### src/rtl/pc_predict_unit.sv
`default_nettype none
// ============================================================================
//  Module   : pc_predict_unit
//  Purpose  : IF-stage program counter with trap/redirect priority, stall
//             hold and next-PC prediction from a direct-mapped BTB of 2-bit
//             saturating counters trained by the EX stage.
//  Ports    : clk, reset (sync, active-high)
//             stall                          - hold the fetch PC
//             trap_valid / trap_vector       - highest-priority PC load
//             redirect_valid/redirect_target - EX-stage correction
//             upd_valid/upd_pc/upd_taken/upd_target - BTB training
//             pc                             - current fetch PC
//             pred_taken / pred_target       - combinational BTB lookup on pc
//  Revision : 1.0 - initial release
// ============================================================================
module pc_predict_unit #(
    parameter int              XLEN         = 32,
    parameter logic [XLEN-1:0] RESET_VECTOR = '0,
    parameter int              BTB_ENTRIES  = 16
) (
    input  logic            clk,
    input  logic            reset,
    input  logic            stall,
    input  logic            trap_valid,
    input  logic [XLEN-1:0] trap_vector,
    input  logic            redirect_valid,
    input  logic [XLEN-1:0] redirect_target,
    input  logic            upd_valid,
    input  logic [XLEN-1:0] upd_pc,
    input  logic            upd_taken,
    input  logic [XLEN-1:0] upd_target,
    output logic [XLEN-1:0] pc,
    output logic            pred_taken,
    output logic [XLEN-1:0] pred_target
);

    localparam int              IDX_W     = $clog2(BTB_ENTRIES);
    localparam int              TAG_W     = XLEN - 2 - IDX_W;
    localparam logic [XLEN-1:0] c_PC_STEP = XLEN'(4);

    // BTB storage: valid/counter are reset, tag/target are not.
    logic [BTB_ENTRIES-1:0] r_valid;
    logic [1:0]             r_ctr [BTB_ENTRIES];
    logic [TAG_W-1:0]       r_tag [BTB_ENTRIES];
    logic [XLEN-1:0]        r_tgt [BTB_ENTRIES];

    logic [XLEN-1:0]        r_pc;

    // ------------------------------------------------------------------
    // Lookup on the current fetch PC
    // ------------------------------------------------------------------
    logic [IDX_W-1:0] w_lk_idx;
    logic [TAG_W-1:0] w_lk_tag;
    logic             w_lk_hit;
    logic             w_pred_taken;
    logic [XLEN-1:0]  w_pred_target;

    assign w_lk_idx      = r_pc[IDX_W+1:2];
    assign w_lk_tag      = r_pc[XLEN-1:IDX_W+2];
    assign w_lk_hit      = r_valid[w_lk_idx] && (r_tag[w_lk_idx] == w_lk_tag);
    assign w_pred_taken  = w_lk_hit && r_ctr[w_lk_idx][1];
    assign w_pred_target = w_pred_taken ? r_tgt[w_lk_idx] : '0;

    assign pc          = r_pc;
    assign pred_taken  = w_pred_taken;
    assign pred_target = w_pred_target;

    // ------------------------------------------------------------------
    // Next-PC selection; trap and redirect take precedence over stall.
    // ------------------------------------------------------------------
    logic [XLEN-1:0] w_next_pc;

    always_comb begin
        w_next_pc = r_pc + c_PC_STEP;
        if (trap_valid) begin
            w_next_pc = {trap_vector[XLEN-1:2], 2'b00};
        end else if (redirect_valid) begin
            w_next_pc = {redirect_target[XLEN-1:2], 2'b00};
        end else if (stall) begin
            w_next_pc = r_pc;
        end else if (w_pred_taken) begin
            w_next_pc = w_pred_target;
        end
    end

    always_ff @(posedge clk) begin
        if (reset) begin
            r_pc <= {RESET_VECTOR[XLEN-1:2], 2'b00};
        end else begin
            r_pc <= w_next_pc;
        end
    end

    // ------------------------------------------------------------------
    // BTB training. Writes land at the clock edge, so a lookup on the same
    // index in the same cycle still sees the old entry.
    // ------------------------------------------------------------------
    logic [IDX_W-1:0] w_up_idx;
    logic [TAG_W-1:0] w_up_tag;
    logic             w_up_hit;
    logic [1:0]       w_up_ctr;
    logic [XLEN-1:0]  w_up_tgt;

    assign w_up_idx = upd_pc[IDX_W+1:2];
    assign w_up_tag = upd_pc[XLEN-1:IDX_W+2];
    assign w_up_hit = r_valid[w_up_idx] && (r_tag[w_up_idx] == w_up_tag);
    assign w_up_ctr = r_ctr[w_up_idx];
    assign w_up_tgt = {upd_target[XLEN-1:2], 2'b00};

    always_ff @(posedge clk) begin
        if (reset) begin
            r_valid <= '0;
            for (int i = 0; i < BTB_ENTRIES; i++) begin
                r_ctr[i] <= 2'b01;
            end
        end else if (upd_valid) begin
            if (w_up_hit) begin
                if (upd_taken) begin
                    if (w_up_ctr != 2'b11) begin
                        r_ctr[w_up_idx] <= w_up_ctr + 2'b01;
                    end
                end else if (w_up_ctr != 2'b00) begin
                    r_ctr[w_up_idx] <= w_up_ctr - 2'b01;
                end
            end else if (upd_taken) begin
                // Allocation evicts whatever aliased into this slot.
                r_valid[w_up_idx] <= 1'b1;
                r_ctr[w_up_idx]   <= 2'b10;
            end
        end
    end

    // Any taken update either hits (tag unchanged) or allocates, so the
    // tag and target can be written unconditionally on a taken update.
    always_ff @(posedge clk) begin
        if (!reset && upd_valid && upd_taken) begin
            r_tag[w_up_idx] <= w_up_tag;
            r_tgt[w_up_idx] <= w_up_tgt;
        end
    end

    // Address bits [1:0] carry no information for a word-aligned fetch.
    logic w_unused_lsbs;
    assign w_unused_lsbs = ^{trap_vector[1:0], redirect_target[1:0],
                             upd_pc[1:0], upd_target[1:0]};

endmodule
`default_nettype wire

### config.mk
export PLATFORM = sky130hd
export DESIGN_NAME = pc_predict_unit
export DESIGN_NICKNAME = d
export VERILOG_FILES = /design/src/rtl/pc_predict_unit.sv
export SDC_FILE = /design/constraint.sdc
export NUM_CORES = 1
export LEC_CHECK = 0
export CORE_MARGIN = 5
export CORE_UTILIZATION = 30
export CTS_BUF_LIST = sky130_fd_sc_hd__clkbuf_16
export DETAILED_ROUTE_END_ITERATION = 16
export GPL_ROUTABILITY_DRIVEN = 0
export MAX_ROUTING_LAYER = met4
export PLACE_DENSITY_LB_ADDON = 0.1
export REMOVE_ABC_BUFFERS = 1
export SYNTH_ARGS = -nofsm -noshare
export SYNTH_HDL_FRONTEND = slang
export SYNTH_SLANG_ARGS = --single-unit
### constraint.sdc
create_clock -name clk -period 15.5 [get_ports clk]
set_clock_uncertainty 0.15 [all_clocks]
set_input_delay 1.55 -clock clk [delete_from_list [all_inputs] [get_ports clk]]
set_output_delay 1.55 -clock clk [all_outputs]
set_load 0.02 [all_outputs]
==> results summary <==
The shortest period the worst path allows is 8450 ps. The root buffer cell chosen for the clock tree is sky130_fd_sc_hd__clkbuf_16. Data on the critical path is required at its endpoint by 13800 ps. Counting both buffers and inverters, the worst setup path holds a total of 6. The minimum setup slack after placement came out at 7850 ps. The total of hold buffers inserted after clock tree synthesis came out at 0.

The clock latency on the worst-skew pair is 730 ps. The global-route wire length before repair came out at 207 mm. Detailed routing inserted a total of 25.2k vias.

The cell type with the highest aggregate area in the netlist is sky130_fd_sc_hd__edfxtp_1. The number of flops mapped to enable cells by yosys is 928. TritonCTS built the clock tree.

In this run the register-to-register setup slack is 9440 ps. The worst hold path depth is 2. The worst stage delay on the critical path is 630 ps. The highest-delay cell along the critical path is sky130_fd_sc_hd__mux4_2. The power share of the sequential group came out at 0.487. The global-route usage over all layers is 0.197. The floorplan die area is 0.154 mm2.

The register area is 0.0289 mm2. The mapped netlist covers 0.0440 mm2. The path class of the tightest hold or removal check is reg2reg. In the routed design, unresolved DRC markers number 0. The worst hold path terminates at pc[1].

The most used flip-flop cell after synthesis is sky130_fd_sc_hd__edfxtp_1. Total power for the finished layout comes to 6.09 mW. The portion of the clock cycle consumed by the worst path in the final layout is 0.545. The final net count came out at 2732. Of the total power, the share spent switching nets is 0.242. The worst setup path is launched from a register.

Of the post-synthesis cell area, the dominant cell type holds 0.633. In this run the vertical extent of the chip is 393 um. The effective utilization at floorplan came out at 0.302. The minimum setup slack in the final design is 7050 ps.

For this run, the register share of the synthesized area comes to 0.657. The post-cts sizing count is 0. The post-route setup TNS came out at 0 ps. The slew at the pin closest to its max-slew limit came out at 1160 ps. Of the total power, the clock network draws 0.416.

The detailed-route vias per instance is 5.44. Yosys instantiated no cell more often than sky130_fd_sc_hd__edfxtp_1. The fraction of registers with async set or reset after synthesis is 0. The number of buffers created by CTS is 110. The fraction of layout instances using a drive strength above 1 came out at 0.245.

The largest net degree at the start of global routing came out at 96. The wire length per cell after detailed routing is 32.2 um. Clock-pin slew was measured on the worst setup and hold paths at 60 ps. The max-slew violation count was 0.

The maximum clock path buffer count came out at 3. The signal on the critical path passes through buf_12, buf_12, mux4_2, mux4_2, xnor2_1, nand2_1, nor4_4, buf_4, nand3_1, buf_4, inv_2, and2_1, clkdlybuf4s50_1. The violation count after the first detailed-route iteration is 2594. The worst supply voltage drop on vdd came out at 0.0000936 V.

Broken down by cell family, the worst path's largest delay share belongs to buffers and inverters. The peak clock frequency supported by timing is 118 MHz. The flop and latch count out of synthesis is 980. The headroom to the max-slew limit came out at 0.223.

The category of the critical setup timing path is reg2out. The final-report hold violation count came out at 0. The final-report setup violation count came out at 0.

The routed design has 149 mm of wire. The worst reg2reg path depth is 11. The run finished with clean final reports. By area the synthesized netlist is led by sky130_fd_sc_hd__edfxtp_1 (63%), sky130_fd_sc_hd__mux4_2 (18%), sky130_fd_sc_hd__mux2i_1 (3.0%), sky130_fd_sc_hd__dfxtp_1 (2.4%), sky130_fd_sc_hd__xnor2_1 (0.94%). The level count of the clock H-tree is 3. The internal power came out at 4.62 mW. The number of antenna violations at the first check in global routing came out at 26. Setup repair after global routing left no endpoint under its margin. The data arrival time of the critical path is 6750 ps. STA classifies the critical path endpoint as an output pin.

The per-instance average area after synthesis is 18.4 um2. In this run the most critical hold path is launched from pc[1]. In the synthesized netlist, the number of instances is 2396. The number of nets with antenna violations after routing is 0.

The iteration count of the initial detailed-routing pass is 5. The initialized floorplan defines 140 standard-cell rows. The die extent in x is 393 um.

The number of different library cells in the post-synthesis netlist is 77. The total congestion overflow is 0. Sorting the synthesized cells by how often they occur yields sky130_fd_sc_hd__edfxtp_1 (928), sky130_fd_sc_hd__mux4_2 (357), sky130_fd_sc_hd__mux2i_1 (131), sky130_fd_sc_hd__clkbuf_1 (82), sky130_fd_sc_hd__nand2_1 (66). The maximum fanout encountered on the critical timing path is 95. The post-CTS setup repair buffer count is 0. 200 I/O pins were placed. After legalization and detailed placement, the total HPWL measured 90.7 mm. The core box area is 0.146 mm2. The analysis attributes to net switching a power of 1.47 mW. Relative to the synthesized area, the layout overhead comes to 17.4%. The static leakage power is 16.1 nW. The combinational share of power came out at 0.097.

The power density normalized to cell area came out at 118 mW/mm2. For this design, the sink count on the clock tree is 980. The layout filler cell count is 13.7k. Across the run, the number of max-cap violations was 0.

The total of warnings raised by yosys is 0. The via count of the first global-routing pass is 26.2k. Port buffering added 189 buffers. Summing all multi-input logic gate instances after layout gives 0.0142 mm2.
[sequential cells by signal, summed over array words and instances (netlist names), named ones only]
name,flops
pc,32
r_valid,16
r_tag,416
r_ctr,32
r_tgt,480
[cell families after synthesis]
| logic type | share of synthesized area |
|---|---|
| adders and majority gates | 0.000284 |
| xor gates and xnor gates | 0.0163 |
| buffers and inverters | 0.0246 |
| AOI/OAI and AO/OA | 0.0442 |
| and+or+nand+nor | 0.0427 |
| other | 0.0000852 |
| muxes | 0.215 |
| DFF | 0.657 |
[power by group through the flow]
stage	Sequential (mW)	Clock (mW)	Combinational (mW)
6_report	2.97	2.53	0.591
4_1_cts	2.97	2.60	0.603
2_1_floorplan	3.05	0	0.340
5_1_grt	2.97	2.71	0.632
3_5_place_dp	3.02	0	0.601
3_3_place_gp	3.02	0	0.597
[worst reg2reg max path: stages, from the launching register on]
cell                       delay (ps)
sky130_fd_sc_hd__dfxtp_4          560
sky130_fd_sc_hd__buf_12           620
sky130_fd_sc_hd__buf_12           710
sky130_fd_sc_hd__mux4_2           760
sky130_fd_sc_hd__mux4_2           510
sky130_fd_sc_hd__xnor2_1          560
sky130_fd_sc_hd__nand2_1          240
sky130_fd_sc_hd__nor4_4           220
sky130_fd_sc_hd__buf_4            380
sky130_fd_sc_hd__and4_1           470
sky130_fd_sc_hd__o21ai_1          150
sky130_fd_sc_hd__a221oi_1         560
[area by class of cell]
cell class | instances | area share
antenna | 15 | 0.000726
timing repair buffer | 266 | 0.0482
multi-input combinational | 1197 | 0.274
clock inverter | 95 | 0.0136
tap | 1917 | 0.0464
sequential | 980 | 0.560
clock buffer | 112 | 0.0542
inverter | 41 | 0.00303
[metal layers]
metal / part of all wire / global-route usage / vias to the layer above
met4: 0.028 / 0.0517 / 0
met5: 0 / - / -
met1: 0.45 / 0.271 / 13500
met3: 0.071 / 0.0459 / 209
li1: - / - / 10400
met2: 0.46 / 0.296 / 973
[metrics by stage]
step	instance area, um2	instances	hold WS, ps	utilization
6_report	51700	4623	287	0.355
3_5_place_dp	48100	4401	275	0.330
4_1_cts	51600	4608	287	0.354
2_1_floorplan	43100	2218	305	-
5_1_grt	51700	4621	305	0.355
3_3_place_gp	48100	4401	287	0.330
[how the worst max path moves through the flow]
stage                     depth (start not counted)     start               to  slack, ps
final                                            13  register  pred_target[24]       7050
after global routing                             13  register  pred_target[24]       6720
after CTS                                        13  register  pred_target[24]       7000
after detailed placement                         13  register  pred_target[24]       7850
after global placement                           13  register  pred_target[31]       7890
after floorplan                                   9  register  pred_target[11]       1180
[layout by cell type (no fill, tap or decap), types with 33 or more instances in the layout]
cell / count
sky130_fd_sc_hd__edfxtp_1: 928
sky130_fd_sc_hd__mux4_2: 357
sky130_fd_sc_hd__clkdlybuf4s50_1: 183
sky130_fd_sc_hd__mux2i_1: 131
sky130_fd_sc_hd__clkbuf_16: 112
sky130_fd_sc_hd__buf_4: 76
sky130_fd_sc_hd__nand2_1: 66
sky130_fd_sc_hd__inv_1: 66
sky130_fd_sc_hd__nand3_1: 51
sky130_fd_sc_hd__dfxtp_1: 48
sky130_fd_sc_hd__xnor2_1: 47
sky130_fd_sc_hd__nor2_1: 39
sky130_fd_sc_hd__xor2_1: 35
sky130_fd_sc_hd__nor3_1: 35
sky130_fd_sc_hd__o21ai_0: 33
No activity file was read; power rests on OpenSTA's default activity.
